--- src/rtl/vc_wrr_scheduler_pkg.sv ---
// Shared types and constants for the four-VC weighted round-robin scheduler.
package vc_wrr_scheduler_pkg;

    localparam int NUM_VC   = 4;
    localparam int VC_IDX_W = 2;

    typedef logic [VC_IDX_W-1:0] vc_idx_t;

    typedef enum logic [1:0] {
        S_IDLE  = 2'd0,
        S_RUN   = 2'd1,
        S_DRAIN = 2'd2
    } state_e;

    // One entry of the pop-to-push delay line.
    typedef struct packed {
        logic    valid;
        vc_idx_t idx;
    } pop_tag_t;

    function automatic logic [NUM_VC-1:0] vc_onehot(input vc_idx_t idx);
        vc_onehot      = '0;
        vc_onehot[idx] = 1'b1;
    endfunction

endpackage

--- src/rtl/vc_pop_delay.sv ---
// READ_LAT-stage shift register aligning each VC pop with the cycle its data is valid.
module vc_pop_delay
    import vc_wrr_scheduler_pkg::*;
#(
    parameter int READ_LAT = 1
) (
    input  logic     clk_i,
    input  logic     clr_i,
    input  pop_tag_t tag_i,
    output pop_tag_t tag_o
);

    pop_tag_t stage_q [READ_LAT];

    // NOTE: the stages are cleared on reset because a stale valid bit would fire a spurious push.
    always_ff @(posedge clk_i) begin
        if (clr_i) begin
            for (int i = 0; i < READ_LAT; i++) begin
                stage_q[i] <= '0;
            end
        end else begin
            stage_q[0] <= tag_i;
            // NOTE: non-blocking updates make each stage take its predecessor's old value.
            for (int i = 1; i < READ_LAT; i++) begin
                stage_q[i] <= stage_q[i-1];
            end
        end
    end

    assign tag_o = stage_q[READ_LAT-1];

endmodule

--- src/rtl/vc_wrr_scheduler.sv ---
// Weighted round-robin drain of four VC FIFOs into the main FIFO, with
// backpressure, skip of empty/disabled VCs and weights latched only while idle.
module vc_wrr_scheduler
    import vc_wrr_scheduler_pkg::*;
#(
    parameter int WEIGHT_W = 8,
    parameter int READ_LAT = 1
) (
    input  logic                       clk_i,
    input  logic                       rst_i,
    input  logic                       enable_i,
    input  logic [NUM_VC*WEIGHT_W-1:0] table_i,
    input  logic [NUM_VC-1:0]          empty_in_i,
    input  logic                       almost_full_dest_i,
    input  logic                       full_dest_i,
    output logic [NUM_VC-1:0]          pop_o,
    output logic                       push_dest_o,
    output logic [VC_IDX_W-1:0]        sel_dest_o,
    output logic                       busy_o,
    output logic                       overflow_err_o
);

    localparam int                  CNT_W      = (READ_LAT > 1) ? $clog2(READ_LAT) : 1;
    localparam logic [CNT_W-1:0]    DRAIN_LAST = CNT_W'(READ_LAT - 1);
    localparam logic [CNT_W-1:0]    CNT_ONE    = CNT_W'(1);
    localparam logic [WEIGHT_W-1:0] CREDIT_ONE = WEIGHT_W'(1);

    state_e              state_q;
    vc_idx_t             ptr_q;
    vc_idx_t             ptr_inc;
    logic [WEIGHT_W-1:0] credit_q;
    logic [WEIGHT_W-1:0] weight_q [NUM_VC];
    logic [CNT_W-1:0]    drain_cnt_q;
    logic                overflow_q;
    logic                stop;
    logic                vc_ready;
    logic                pop_en;
    pop_tag_t            tag_in;
    pop_tag_t            tag_out;

    assign stop     = almost_full_dest_i | full_dest_i;
    assign ptr_inc  = ptr_q + vc_idx_t'(1);
    assign vc_ready = (weight_q[ptr_q] != '0) && !empty_in_i[ptr_q];
    assign pop_en   = (state_q == S_RUN) && enable_i && !stop && vc_ready;
    assign pop_o    = pop_en ? vc_onehot(ptr_q) : '0;

    always_ff @(posedge clk_i) begin
        if (rst_i) begin
            state_q     <= S_IDLE;
            ptr_q       <= '0;
            credit_q    <= '0;
            drain_cnt_q <= '0;
            for (int i = 0; i < NUM_VC; i++) begin
                weight_q[i] <= '0;
            end
        end else begin
            case (state_q)
                S_IDLE: begin
                    for (int i = 0; i < NUM_VC; i++) begin
                        weight_q[i] <= table_i[i*WEIGHT_W +: WEIGHT_W];
                    end
                    if (enable_i) begin
                        state_q  <= S_RUN;
                        ptr_q    <= '0;
                        // Shadows load this same cycle, so take VC0's weight straight from the table.
                        credit_q <= table_i[0 +: WEIGHT_W];
                    end
                end
                S_RUN: begin
                    if (!enable_i) begin
                        state_q     <= S_DRAIN;
                        drain_cnt_q <= '0;
                    end else if (!stop) begin
                        // A skipped VC and a VC spending its last credit both hand over to the next one.
                        if (!vc_ready || credit_q == CREDIT_ONE) begin
                            ptr_q    <= ptr_inc;
                            credit_q <= weight_q[ptr_inc];
                        end else begin
                            credit_q <= credit_q - CREDIT_ONE;
                        end
                    end
                end
                S_DRAIN: begin
                    if (drain_cnt_q == DRAIN_LAST) begin
                        state_q <= S_IDLE;
                    end else begin
                        drain_cnt_q <= drain_cnt_q + CNT_ONE;
                    end
                end
                default: state_q <= S_IDLE;
            endcase
        end
    end

    assign tag_in = '{valid: |pop_o, idx: ptr_q};

    vc_pop_delay #(
        .READ_LAT (READ_LAT)
    ) u_pop_delay (
        .clk_i (clk_i),
        .clr_i (rst_i),
        .tag_i (tag_in),
        .tag_o (tag_out)
    );

    always_ff @(posedge clk_i) begin
        if (rst_i) begin
            overflow_q <= 1'b0;
        end else if (tag_out.valid && full_dest_i) begin
            overflow_q <= 1'b1;
        end
    end

    assign push_dest_o    = tag_out.valid;
    assign sel_dest_o     = tag_out.idx;
    assign busy_o         = (state_q != S_IDLE);
    assign overflow_err_o = overflow_q;

endmodule

--- config.mk ---
export PLATFORM = sky130hd
export DESIGN_NAME = vc_wrr_scheduler
export DESIGN_NICKNAME = d
export VERILOG_FILES = /design/src/rtl/vc_wrr_scheduler_pkg.sv /design/src/rtl/vc_pop_delay.sv /design/src/rtl/vc_wrr_scheduler.sv
export SDC_FILE = /design/constraint.sdc
export NUM_CORES = 1
export LEC_CHECK = 0
export CELL_PAD_IN_SITES_DETAIL_PLACEMENT = 0
export CELL_PAD_IN_SITES_GLOBAL_PLACEMENT = 2
export CORE_UTILIZATION = 26
export DETAILED_ROUTE_END_ITERATION = 10
export PLACE_DENSITY_LB_ADDON = 0.25
export SLEW_MARGIN = 10
export SYNTH_ARGS = -nofsm -noshare
export SYNTH_HDL_FRONTEND = slang
export SYNTH_SLANG_ARGS = --single-unit
--- constraint.sdc ---
create_clock -name clk_i -period 2.7 [get_ports clk_i]
set_input_delay 0.54 -clock clk_i [delete_from_list [all_inputs] [get_ports clk_i]]
set_output_delay 0.54 -clock clk_i [all_outputs]
set_load 0.005 [all_outputs]
==> results.md, run 1 <==
- R2r setup slk: about 0.32 ns
- Number of setup buffers added after CTS: 0
- CTS Sinks: 50
- Worst vdd ir: 0.193 mV
- Core area: ~0.0097 mm²
- Cells on worst reg2reg path: 7
- Share of layout cells above drive strength 1: between 10% and 20%
- Syn Area/Cell: roughly 11 µm²
- Commonest non-fill, non-tap cell in the layout: clkdlybuf4s50_1
- Hold depth: 2
- Final hold slack: 0.485 ns
- Htree depth: 2
- Gr ovfl total: 0
- Clk root buf: clkbuf_8
- Critical path class: primary input to output port
- CTS Buffer Depth: 2
- Via density: 4.63
- CTS Buf Count: 5
- Synth Instances: 232
- Site row count: 36
- Post-synthesis mux area share: 7.83%
- Vias in the first global route: 1935
- Synthesis Warnings: 0
- CP max FO: 5
- Sequential fraction of the synthesis area: between 50 and 60%
- Slew at the pin closest to its max-slew limit: ~0.47 ns
- Startpoint type of the worst setup path: primary input
- Area delta synth->final: 31.5%
- Synth Area in Compound Gates: 10.3%
- CTS tree: done
- Clock period minus worst slack: about 2.6 ns
- RR Startpoint: ptr_q[0]
- Met2 Wirelength: 3.18 mm
- Final Hold Fails: 0
- Synth Area in Adders: 2.90%
- PD cells: 509 mW/mm²
- Global-route wire length before repair: 10.2 mm
- Worst skew pair latency: 0.30 ns
- Max_slew headroom: 68.2%
- Final core occ: 35.0%
- Worst hold start: overflow_err_o
- Final estimated routing congestion in global placement: 0.776
- Total number of vias: roughly 2000
- Pleak: 1.24 nW
- Status: completed
- Initial Util: 26.6%
- R2R Path End: credit_q[4]
- Total GRT Usage: 13.3%
- Worst Hold End: overflow_err_o
- First DRT Iteration DRCs: 44
- Die area: between 0.01 and 0.015 mm²
- Die extent in x: approximately 100 µm
- Synth Net Count: 279
- Largest family of logic cells by synthesized area: simple AND/OR/NAND/NOR gates
- Total routed wirelength: 6.46 mm
- Initial antenna violation count: 0
- PortBufs: 49
- Top Metal Used: met4
- Fin crit share: 97.3%
- Yosys cell types: 39
- Post-Synth Simple-Gate Area: 22.8%
- Synth Register Bits: 50
- Reg clk slew, reported paths: 0.09 ns
- # DRC: 0
- WP data required: between 2 and 2.5 ns
- RSZ-0062 raised after global routing: no
- Post-DRT Antenna Nets: 0
- Critical Path End Type: output port
- Max_cap viols: 0
- Hold crit path type: flop to flop
- Post-DP HPWL: about 5 mm
- Met3 WL: around 230 µm
- Met1 Wirelength: 3.01 mm
- Ant. Diodes: 0
- Synthesized area: 0.00259 mm²
- Maximum number of pins on one net before global-route repair: 33
- Final nets: 337
- Fmax: 381 MHz
- IO Pins: 50
- Avg WL per Cell: 15.2 µm
- Setup Viol. Count Final: 0
- Most frequent cells in the layout: clkdlybuf4s50_1, and2_1, edfxtp_1, dfxtp_1, nor2_1
- DIE HEIGHT: slightly above 100 µm
- Skew final: between 0.006 and 0.007 ns
- Crit path DAT: around 2.1 ns
- DR pass1 iterations: 5
- Count of pins over their slew limit: 0
- Synth Area in XOR/XNOR: about 2.0%
Yosys cell counts:
cell	n	area [µm²]
a211oi_1	4	30.0
a21o_1	1	7.51
a21oi_1	9	45.0
a311oi_1	5	43.8
a31oi_1	1	6.26
a31oi_2	1	12.5
a32o_1	2	20.0
a32oi_1	1	8.76
a41oi_1	1	8.76
and2_1	34	213
and3_1	6	37.5
buf_2	2	10.0
buf_4	1	7.51
buf_6	1	11.3
clkbuf_1	9	33.8
dfxtp_1	18	360
edfxtp_1	32	961
ha_1	6	75.1
inv_1	5	18.8
mux4_2	9	203
nand2_1	6	22.5
nand2b_1	2	12.5
nand3_1	4	20.0
nand3b_1	2	15.0
nand4_1	3	18.8
nor2_1	17	63.8
nor2b_1	4	25.0
nor3_1	7	35.0
nor3b_1	2	15.0
nor4_1	8	50.1
nor4b_1	1	8.76
nor4b_2	1	15.0
o211ai_1	2	15.0
o21ai_0	12	60.1
o32ai_1	1	8.76
or2_2	1	6.26
or3_1	5	31.3
xnor2_1	2	17.5
xor2_1	4	35.0
flip-flops by register name (all words and copies together), names as in the netlist, named ones only:
| signal | flops |
|---|---|
| u_pop_delay.stage_q | 3 |
| state_q | 2 |
| overflow_err_o | 1 |
| ptr_q | 2 |
| weight_q | 32 |
| credit_q | 8 |
worst max path at each step:
stage / from / end / cells past startpoint
finish: empty_in_i[3] / pop_o[0] / 6
global route: empty_in_i[2] / pop_o[0] / 6
CTS: empty_in_i[3] / pop_o[3] / 6
detailed placement: empty_in_i[3] / pop_o[0] / 6
global placement: empty_in_i[3] / pop_o[0] / 6
floorplan: ptr_q[0] / credit_q[4] / 8
final cells by class:
cell class / count / area [µm²]
Clock inverter: 2 / 37.5
Tap cell: 133 / 166
Sequential cell: 50 / 1320
Inverter: 5 / 18.8
Multi-Input combinational cell: 164 / 1200
Timing Repair Buffer: 64 / 583
Fill cell: 1030 / 6330
Clock buffer: 6 / 72.6
cell families (layout without fill, tap and decap cells):
family / count (synthesis) / in the layout
AND/OR/NAND/NOR: 103 / 103
buffers and inverters: 18 / 77
XOR/XNOR: 6 / 6
adder cells (fa/ha/maj): 6 / 6
flip-flops: 50 / 50
multiplexers: 9 / 9
AO/OA/AOI/OAI: 40 / 40
what timing repair did:
item / in CTS / in global routing
setup endpoints to repair: 4 / 2
pin swaps: 4 / 2
hold buffers: 0 / 0
gates resized for setup: 18 / 2
routing by layer:
metal | up-vias | track usage, %
li1 | 983 | -
met4 | 0 | 3.34
met5 | - | 0
met3 | 4 | 2.42
met1 | 932 | 18.0
met2 | 43 | 21.9
report_power, final:
part	internal, mW	switching [mW]
Clock	0.277	0.244
Sequential	0.874	0.0430
Combinational	0.157	0.137
Total	1.31	0.423
critical path, stage by stage:
cell and delay [ns]:
clkdlybuf4s50_1 0.39, mux4_2 0.52, nor2_2 0.13, a32o_2 0.23, and3_4 0.18, buf_2 0.10
through the flow:
| stage | TNS [ns] | cell area (µm²) | cells | total power [mW] | worst slack [ns] |
|---|---|---|---|---|---|
| CTS | 0 | 3400 | 424 | 1.75 | 0.000483 |
| detailed placement | -1.32 | 3300 | 416 | 1.23 | -0.338 |
| global placement | -1.21 | 3300 | 416 | 1.23 | -0.305 |
| finish | 0 | 3400 | 424 | 1.73 | 0.0733 |
| floorplan | 0 | 2590 | 232 | 1.09 | 0.323 |
| global route | 0 | 3400 | 424 | 1.82 | 0.00817 |
Power figures use the tool's default switching activity.
==> inputs of run 2 (changes only) <==
- SYNTH_HIERARCHICAL: unset -> 1
==> run 2 against run 1 <==
- flip-flop and latch count unchanged
- utilization up 1.1 points
- total power down 3.4%
- clock-buffer cell count down 1
- global-route usage up 0.42 points
- final cell count down 0.94%
- wire length up 1.6%
- critical endpoint is now pop_o[3]
- largest power group unchanged
==> results.md, run 2 <==
- Worst vdd ir: 0.206 mV
- WP data required: 2.16 ns
- Setup Viol. Count Final: 0
- Slowest cell on crit path: edfxtp_1
- Gr ovfl total: 0
- Synth Instances: 229
- Pleak: 1.26 nW
- Post-DP HPWL: 4.93 mm
- P_sw: approximately 0.45 mW
- Final nets: ~340
- Worst setup margin: 0.127 ns
- Critical-path cell list: nor4_2, buf_4, nand3_1, a32o_2, buf_4, and3_1, buf_2
- PD cells: 492 mW/mm²
- Pre-CTS setup slack: -0.404 ns
- Main flop type after synthesis: edfxtp_1
- Reg clk slew, reported paths: 0.10 ns
- Final Non-Filler Cells: 420
- Fillcell total: 967
- EDFF count, synth: 32
- Startpoint type of the worst setup path: flop
- CP dominant cell by count: buf_4
- Core area: 0.00942 mm²
- Commonest non-fill, non-tap cell in the layout: clkdlybuf4s50_1
- CTS tree: done
- Area delta synth->final: 32.0%
- Synth async-reset ratio: 0%
- Crit path DAT: 2.03 ns
- Setup tns final: 0 ns
- DIE HEIGHT: 102 µm
- Largest reg by FF count: weight_q
- Final hold slack: 0.477 ns
- Count of pins over their slew limit: 0
- Max_cap viols: 0
- Combinational group share of total power: between 10% and 20%
- Final Hold Fails: 0
- Clk root buf: clkbuf_8
- Clock period minus worst slack: 2.57 ns
- Max incr delay on CP: 0.42 ns
- Max_slew headroom: 63.1%
- CTS Buffer Depth: 2
- Total GRT Usage: 13.7%
- Synth Net Count: roughly 280
- CTS Buf Count: 5
- Hold crit path type: flop to flop
- Via density: 4.74
- Share of layout cells above drive strength 1: between 15 and 20%
- Critical Path End Type: output port
- Skew final: between 0.008 and 0.009 ns
- Vias in the first global route: between 1500 and 2000
- IO Pins: 50
- Internal Pwr Total: 1.22 mW
- Fin crit share: a little over nine tenths
- CP max FO: 2
- Global-route wire length before repair: between 10 and 15 mm
- Cells on worst reg2reg path: 7
- Total number of vias: between 1500 and 2000
- DR pass1 iterations: 4
- Worst skew pair latency: around 0.30 ns
- Biggest regs: weight_q (32), credit_q (8), u_pop_delay/stage_q (3)
- R2r setup slk: roughly 0.35 ns
- Max reg flops: 32
- # DRC: 0
- Initial Util: 27.4%
- Final estimated routing congestion in global placement: 0.808
- Yosys cell types: 42
- CTS Sinks: 50
- Syn Area/Cell: between 10 and 15 µm²
- First DRT Iteration DRCs: 126
- Clock share of power: 27.0%
- Sequential fraction of the synthesis area: 51.3%
- Worst hold start: overflow_err_o
- Worst Hold End: overflow_err_o
- R2R Path End: credit_q[7]
- Critical path class: flop to output port
- Site row count: 35
- Dpl cells: 409
- Most common library cells after synthesis: and2_1, edfxtp_1, dfxtp_1
- Fmax: just under 400 MHz
- Top post-synthesis cells by area: edfxtp_1, dfxtp_1, and2_1
- Top-count cell post-synth: and2_1
- Ant. Diodes: 0
- Initial antenna violation count: 0
- Die area: 0.0103 mm²
- PortBufs: 49
- Maximum number of pins on one net before global-route repair: 33
- Synth top area share: between 30% and 40%
- Synth Register Bits: 50
- Htree depth: 2
- Slew at the pin closest to its max-slew limit: 0.554 ns
- RR Startpoint: ptr_q[0]
- Die extent in x: 102 µm
- Total Power: 1.67 mW
- Total routed wirelength: 6.56 mm
- Hold depth: 2
- Avg WL per Cell: 15.6 µm
- Net Sw Frac: 26.9%
- Part of the power in registers: a little over half
- Synthesized area: 0.00258 mm²
- Synthesis Warnings: 6
- Post-DRT Antenna Nets: 0
- RSZ-0062 raised after global routing: no
- Most frequent cells in the layout: clkdlybuf4s50_1, and2_1, edfxtp_1, dfxtp_1, buf_4
- Status: completed
- Cell accounting for the most synthesized area: edfxtp_1
[run 2: layer usage]
layer	vias up	wire length [µm]	track usage, %
li1	982	-	-
met1	935	3030	18.9
met2	71	3110	22.2
met3	2	386	2.76
met4	0	29	3.01
met5	-	0	0
[run 2: per-stage QoR]
step	cell area [µm²]	utilization, %
floorplan	2580	-
global placement	3280	34.8
detailed placement	3280	34.8
CTS	3380	35.9
global route	3400	36.1
finish	3400	36.1
[run 2: area by class of cell]
| class | instances | area, µm² | area share, % |
|---|---|---|---|
| repair buffers | 67 | 611 | 18.0 |
| clock buffers | 5 | 68.8 | 2.02 |
| flip-flops and latches | 50 | 1320 | 38.9 |
| well taps | 129 | 161 | 4.75 |
| multi-input cells | 162 | 1200 | 35.4 |
| inverters | 4 | 15.0 | 0.442 |
| clock inverters | 3 | 20.0 | 0.589 |
[run 2: how the worst max path moves through the flow]
stage / start / endpoint / slack (ns) / cells past startpoint
floorplan: ptr_q[0] / pop_o[0] / 0.47 / 6
global route: weight_q[0][4] / pop_o[1] / 0.01 / 7
global placement: empty_in_i[3] / pop_o[2] / -0.35 / 6
finish: weight_q[3][4] / pop_o[3] / 0.13 / 7
CTS: weight_q[3][4] / pop_o[3] / 0.01 / 7
detailed placement: empty_in_i[3] / pop_o[2] / -0.40 / 6
[run 2: cells by family after synthesis]
kind of cell | synth area share [%]
mux | 7.87
flops | 51.3
fa+ha+maj | 2.91
xor+xnor | 1.70
simple gates | 22.6
compound gates | 10.6
buf+inv | 3.01
[run 2: power groups by stage]
| stage | Sequential [mW] | Combinational (mW) | Clock, mW |
|---|---|---|---|
| 2_1_floorplan | 0.916 | 0.166 | 0 |
| 3_3_place_gp | 0.931 | 0.302 | 0 |
| 3_5_place_dp | 0.932 | 0.300 | 0 |
| 4_1_cts | 0.914 | 0.307 | 0.462 |
| 5_1_grt | 0.924 | 0.340 | 0.496 |
| 6_report | 0.916 | 0.305 | 0.451 |
[run 2: worst max-delay path: cells and delay by family (launching register included)]
family | cells | cell delay (ns)
compound gates | 1 | 0.29
buf+inv | 3 | 0.41
flops | 1 | 0.42
simple gates | 3 | 0.61
[run 2: repair_timing]
item / 4_1_cts / 5_1_grt
resized for setup: 23 / 3
endpoints found under the setup margin: 4 / 4
hold buffers: 0 / 0
pin swaps: 1 / 0
buffers inserted: 3 / 0
cloned: 0 / 0
==> inputs of run 3 (changes only) <==
- ABC_AREA: unset -> 1
==> run 3 against run 2 <==
- the flow now finishes with violations (DRC)
- wire length is 2.1% lower
- worst setup slack worse by 0.021 ns
- sequential share of layout area shrank 1.3 points
- total power up 15%
- die area up 6.6%
- synthesized cell count grew 53%
- via count up 16%
- register-to-register slack improved by 0.33 ns
- maximum frequency is 0.83% lower
- non-clock buffer count is 9 lower
- combinational power grew 50%
- clock power grew 22%
- critical path type is now primary input to output port
- critical endpoint is now pop_o[0]
- largest power group unchanged
==> results.md, run 3 <==
- Critical-path cell list: clkdlybuf4s50_1, o21ai_1, o22a_2, nand2_1, nor2_1, inv_2, nor2_1, clkdlybuf4s50_1
- Top-count cell post-synth: nor2_1
- Crit path capture: pop_o[0]
- Failing checks: DRC
- Fmax: 385 MHz
- Avg WL per Cell: 11.9 µm
- WP data required: 2.16 ns
- Slew at the pin closest to its max-slew limit: 0.405 ns
- Critical Path End Type: output port
- R2R Path End: credit_q[7]
- Global-route wire length before repair: 10.8 mm
- R2r setup slk: around 0.7 ns
- PortBufs: 49
- CTS Buffer Depth: 2
- Reg clk slew, reported paths: 0.10 ns
- Cell accounting for the most synthesized area: edfxtp_1
- Largest reg by FF count: weight_q
- Htree depth: 2
- IO Pins: 50
- CTS Hold Buffers Added: 0
- Fin crit share: 96.1%
- Synth Net Count: ~400
- Site row count: 37
- Commonest non-fill, non-tap cell in the layout: nor2_1
- EDFF count, synth: 32
- Synth Register Bits: 50
- Skew final: 0.00533 ns
- Area delta synth->final: 28.1%
- Count of pins over their slew limit: 0
- Top post-synthesis cells by area: edfxtp_1, dfxtp_1, nor2_1
- Crit path DAT: 2.05 ns
- Clk root buf: clkbuf_8
- Die area: roughly 0.011 mm²
- Startpoint type of the worst setup path: primary input
- Cells on worst reg2reg path: 10
- Worst skew pair latency: about 0.30 ns
- Final estimated routing congestion in global placement: 0.763
- Most frequent cells in the layout: nor2_1, inv_1, clkdlybuf4s50_1, nand2_1, edfxtp_1
- Final core occ: 34.3%
- Max_slew headroom: 73.0%
- Status: finished, violations left
- RR Startpoint: ptr_q[0]
- # DRC: 2
- Core area: 0.0103 mm²
- Final nets: roughly 450
- Hold crit path type: flop to flop
- DR pass1 iterations: 7
- DIE HEIGHT: 105 µm
- Yosys cell types: 30
- Ant. Diodes: 0
- Post-DRT Antenna Nets: 0
- CTS Sinks: 50
- CTS tree: done
- Sequential fraction of the synthesis area: 48.1%
- Worst vdd ir: 0.244 mV
- Initial Util: 26.7%
- Final Hold Fails: 0
- Total GRT Usage: 12.4%
- Post-DP HPWL: between 5 and 6 mm
- Max incr delay on CP: 0.51 ns
- Vias in the first global route: 2299
- Final hold slack: slightly below 0.5 ns
- Gr ovfl total: 0
- Initial antenna violation count: 0
- Total Power: 1.93 mW
- Setup crit start: empty_in_i[1]
- Synthesized area: 0.00275 mm²
- First DRT Iteration DRCs: 92
- Fillcell total: 1126
- Total number of vias: between 2000 and 2500
- Via density: 4.27
- Syn Area/Cell: approximately 8 µm²
- Max_cap viols: 0
- Critical path class: primary input to output port
- Synth async-reset ratio: 0%
- Synth top area share: 35.0%
- Maximum number of pins on one net before global-route repair: 33
- Slowest cell on crit path: clkdlybuf4s50_1
- Pleak: 1.53 nW
- Total routed wirelength: 6.42 mm
- RSZ-0062 raised after global routing: no
- Setup tns final: 0 ns
- Share of layout cells above drive strength 1: 9.88%
- Die extent in x: 105 µm
- Most common library cells after synthesis: nor2_1, inv_1, nand2_1
- Clock period minus worst slack: between 2 and 3 ns
- Synthesis Warnings: 6
- Setup Viol. Count Final: 0
- PD cells: 548 mW/mm²
- Main flop type after synthesis: edfxtp_1
- CP max FO: 5
- Biggest regs: weight_q (32), credit_q (8), u_pop_delay/stage_q (3)
- Number of setup buffers added after CTS: 0
- Synth Instances: 350
- Max reg flops: 32
- CTS Buf Count: 5
[run 3: layer usage]
| metal | global-route usage [%] | routed length [µm] |
|---|---|---|
| met5 | 0 | 0 |
| met2 | 22.0 | 3070 |
| met1 | 15.6 | 3010 |
| met4 | 2.41 | 50 |
| met3 | 2.43 | 281 |
[run 3: worst min path at each step]
stage | startpoint | endpoint | slack [ns] | cells after the start
finish | overflow_err_o | overflow_err_o | 0.49 | 2
global placement | overflow_err_o | overflow_err_o | 0.45 | 2
CTS | overflow_err_o | overflow_err_o | 0.49 | 2
detailed placement | overflow_err_o | overflow_err_o | 0.47 | 2
global route | overflow_err_o | overflow_err_o | 0.52 | 2
floorplan | ptr_q[0] | u_pop_delay/stage_q[0][0] | 0.44 | 2
[run 3: timing repair]
item,4_1_cts,5_1_grt
resized for setup,0,1
endpoints found under the hold margin,0,0
endpoints found under the setup margin,0,4
[run 3: cells by family (layout without fill, tap and decap cells)]
logic type,count (synthesis),count (layout),synth area share [%]
xor gates and xnor gates,6,6,1.91
adders and majority gates,6,6,2.73
buffers and inverters,73,128,11.0
AOI/OAI and AO/OA,56,56,11.6
DFF,50,50,48.1
and+or+nand+nor,159,159,24.7
[run 3: report_power, final]
group	total, mW	switching, mW	internal [mW]
clock network	0.550	0.272	0.278
registers	0.919	0.0399	0.879
logic	0.459	0.263	0.196
total	1.93	0.575	1.35
[run 3: final cells by class]
cell class / instances / area, µm² / area share (%)
clock buffer: 5 / 68.8 / 1.95
sequential: 50 / 1320 / 37.5
clock inverter: 3 / 43.8 / 1.24
multi-input combinational: 227 / 1130 / 32.0
timing repair buffer: 58 / 558 / 15.8
tap: 136 / 170 / 4.83
inverter: 62 / 233 / 6.61
[run 3: critical path: cells and delay by family]
family          cells  cell delay (ns)
compound gates      2             0.29
buf+inv             3             0.98
simple gates        3             0.25
[run 3: metrics by stage]
step / cells / instance area [µm²] / worst slack (ns)
after floorplan: 350 / 2750 / 0.705
after detailed placement: 533 / 3410 / 0.111
after CTS: 541 / 3520 / 0.102
after global routing: 541 / 3520 / 0.00124
after global placement: 533 / 3410 / 0.151
final: 541 / 3520 / 0.106
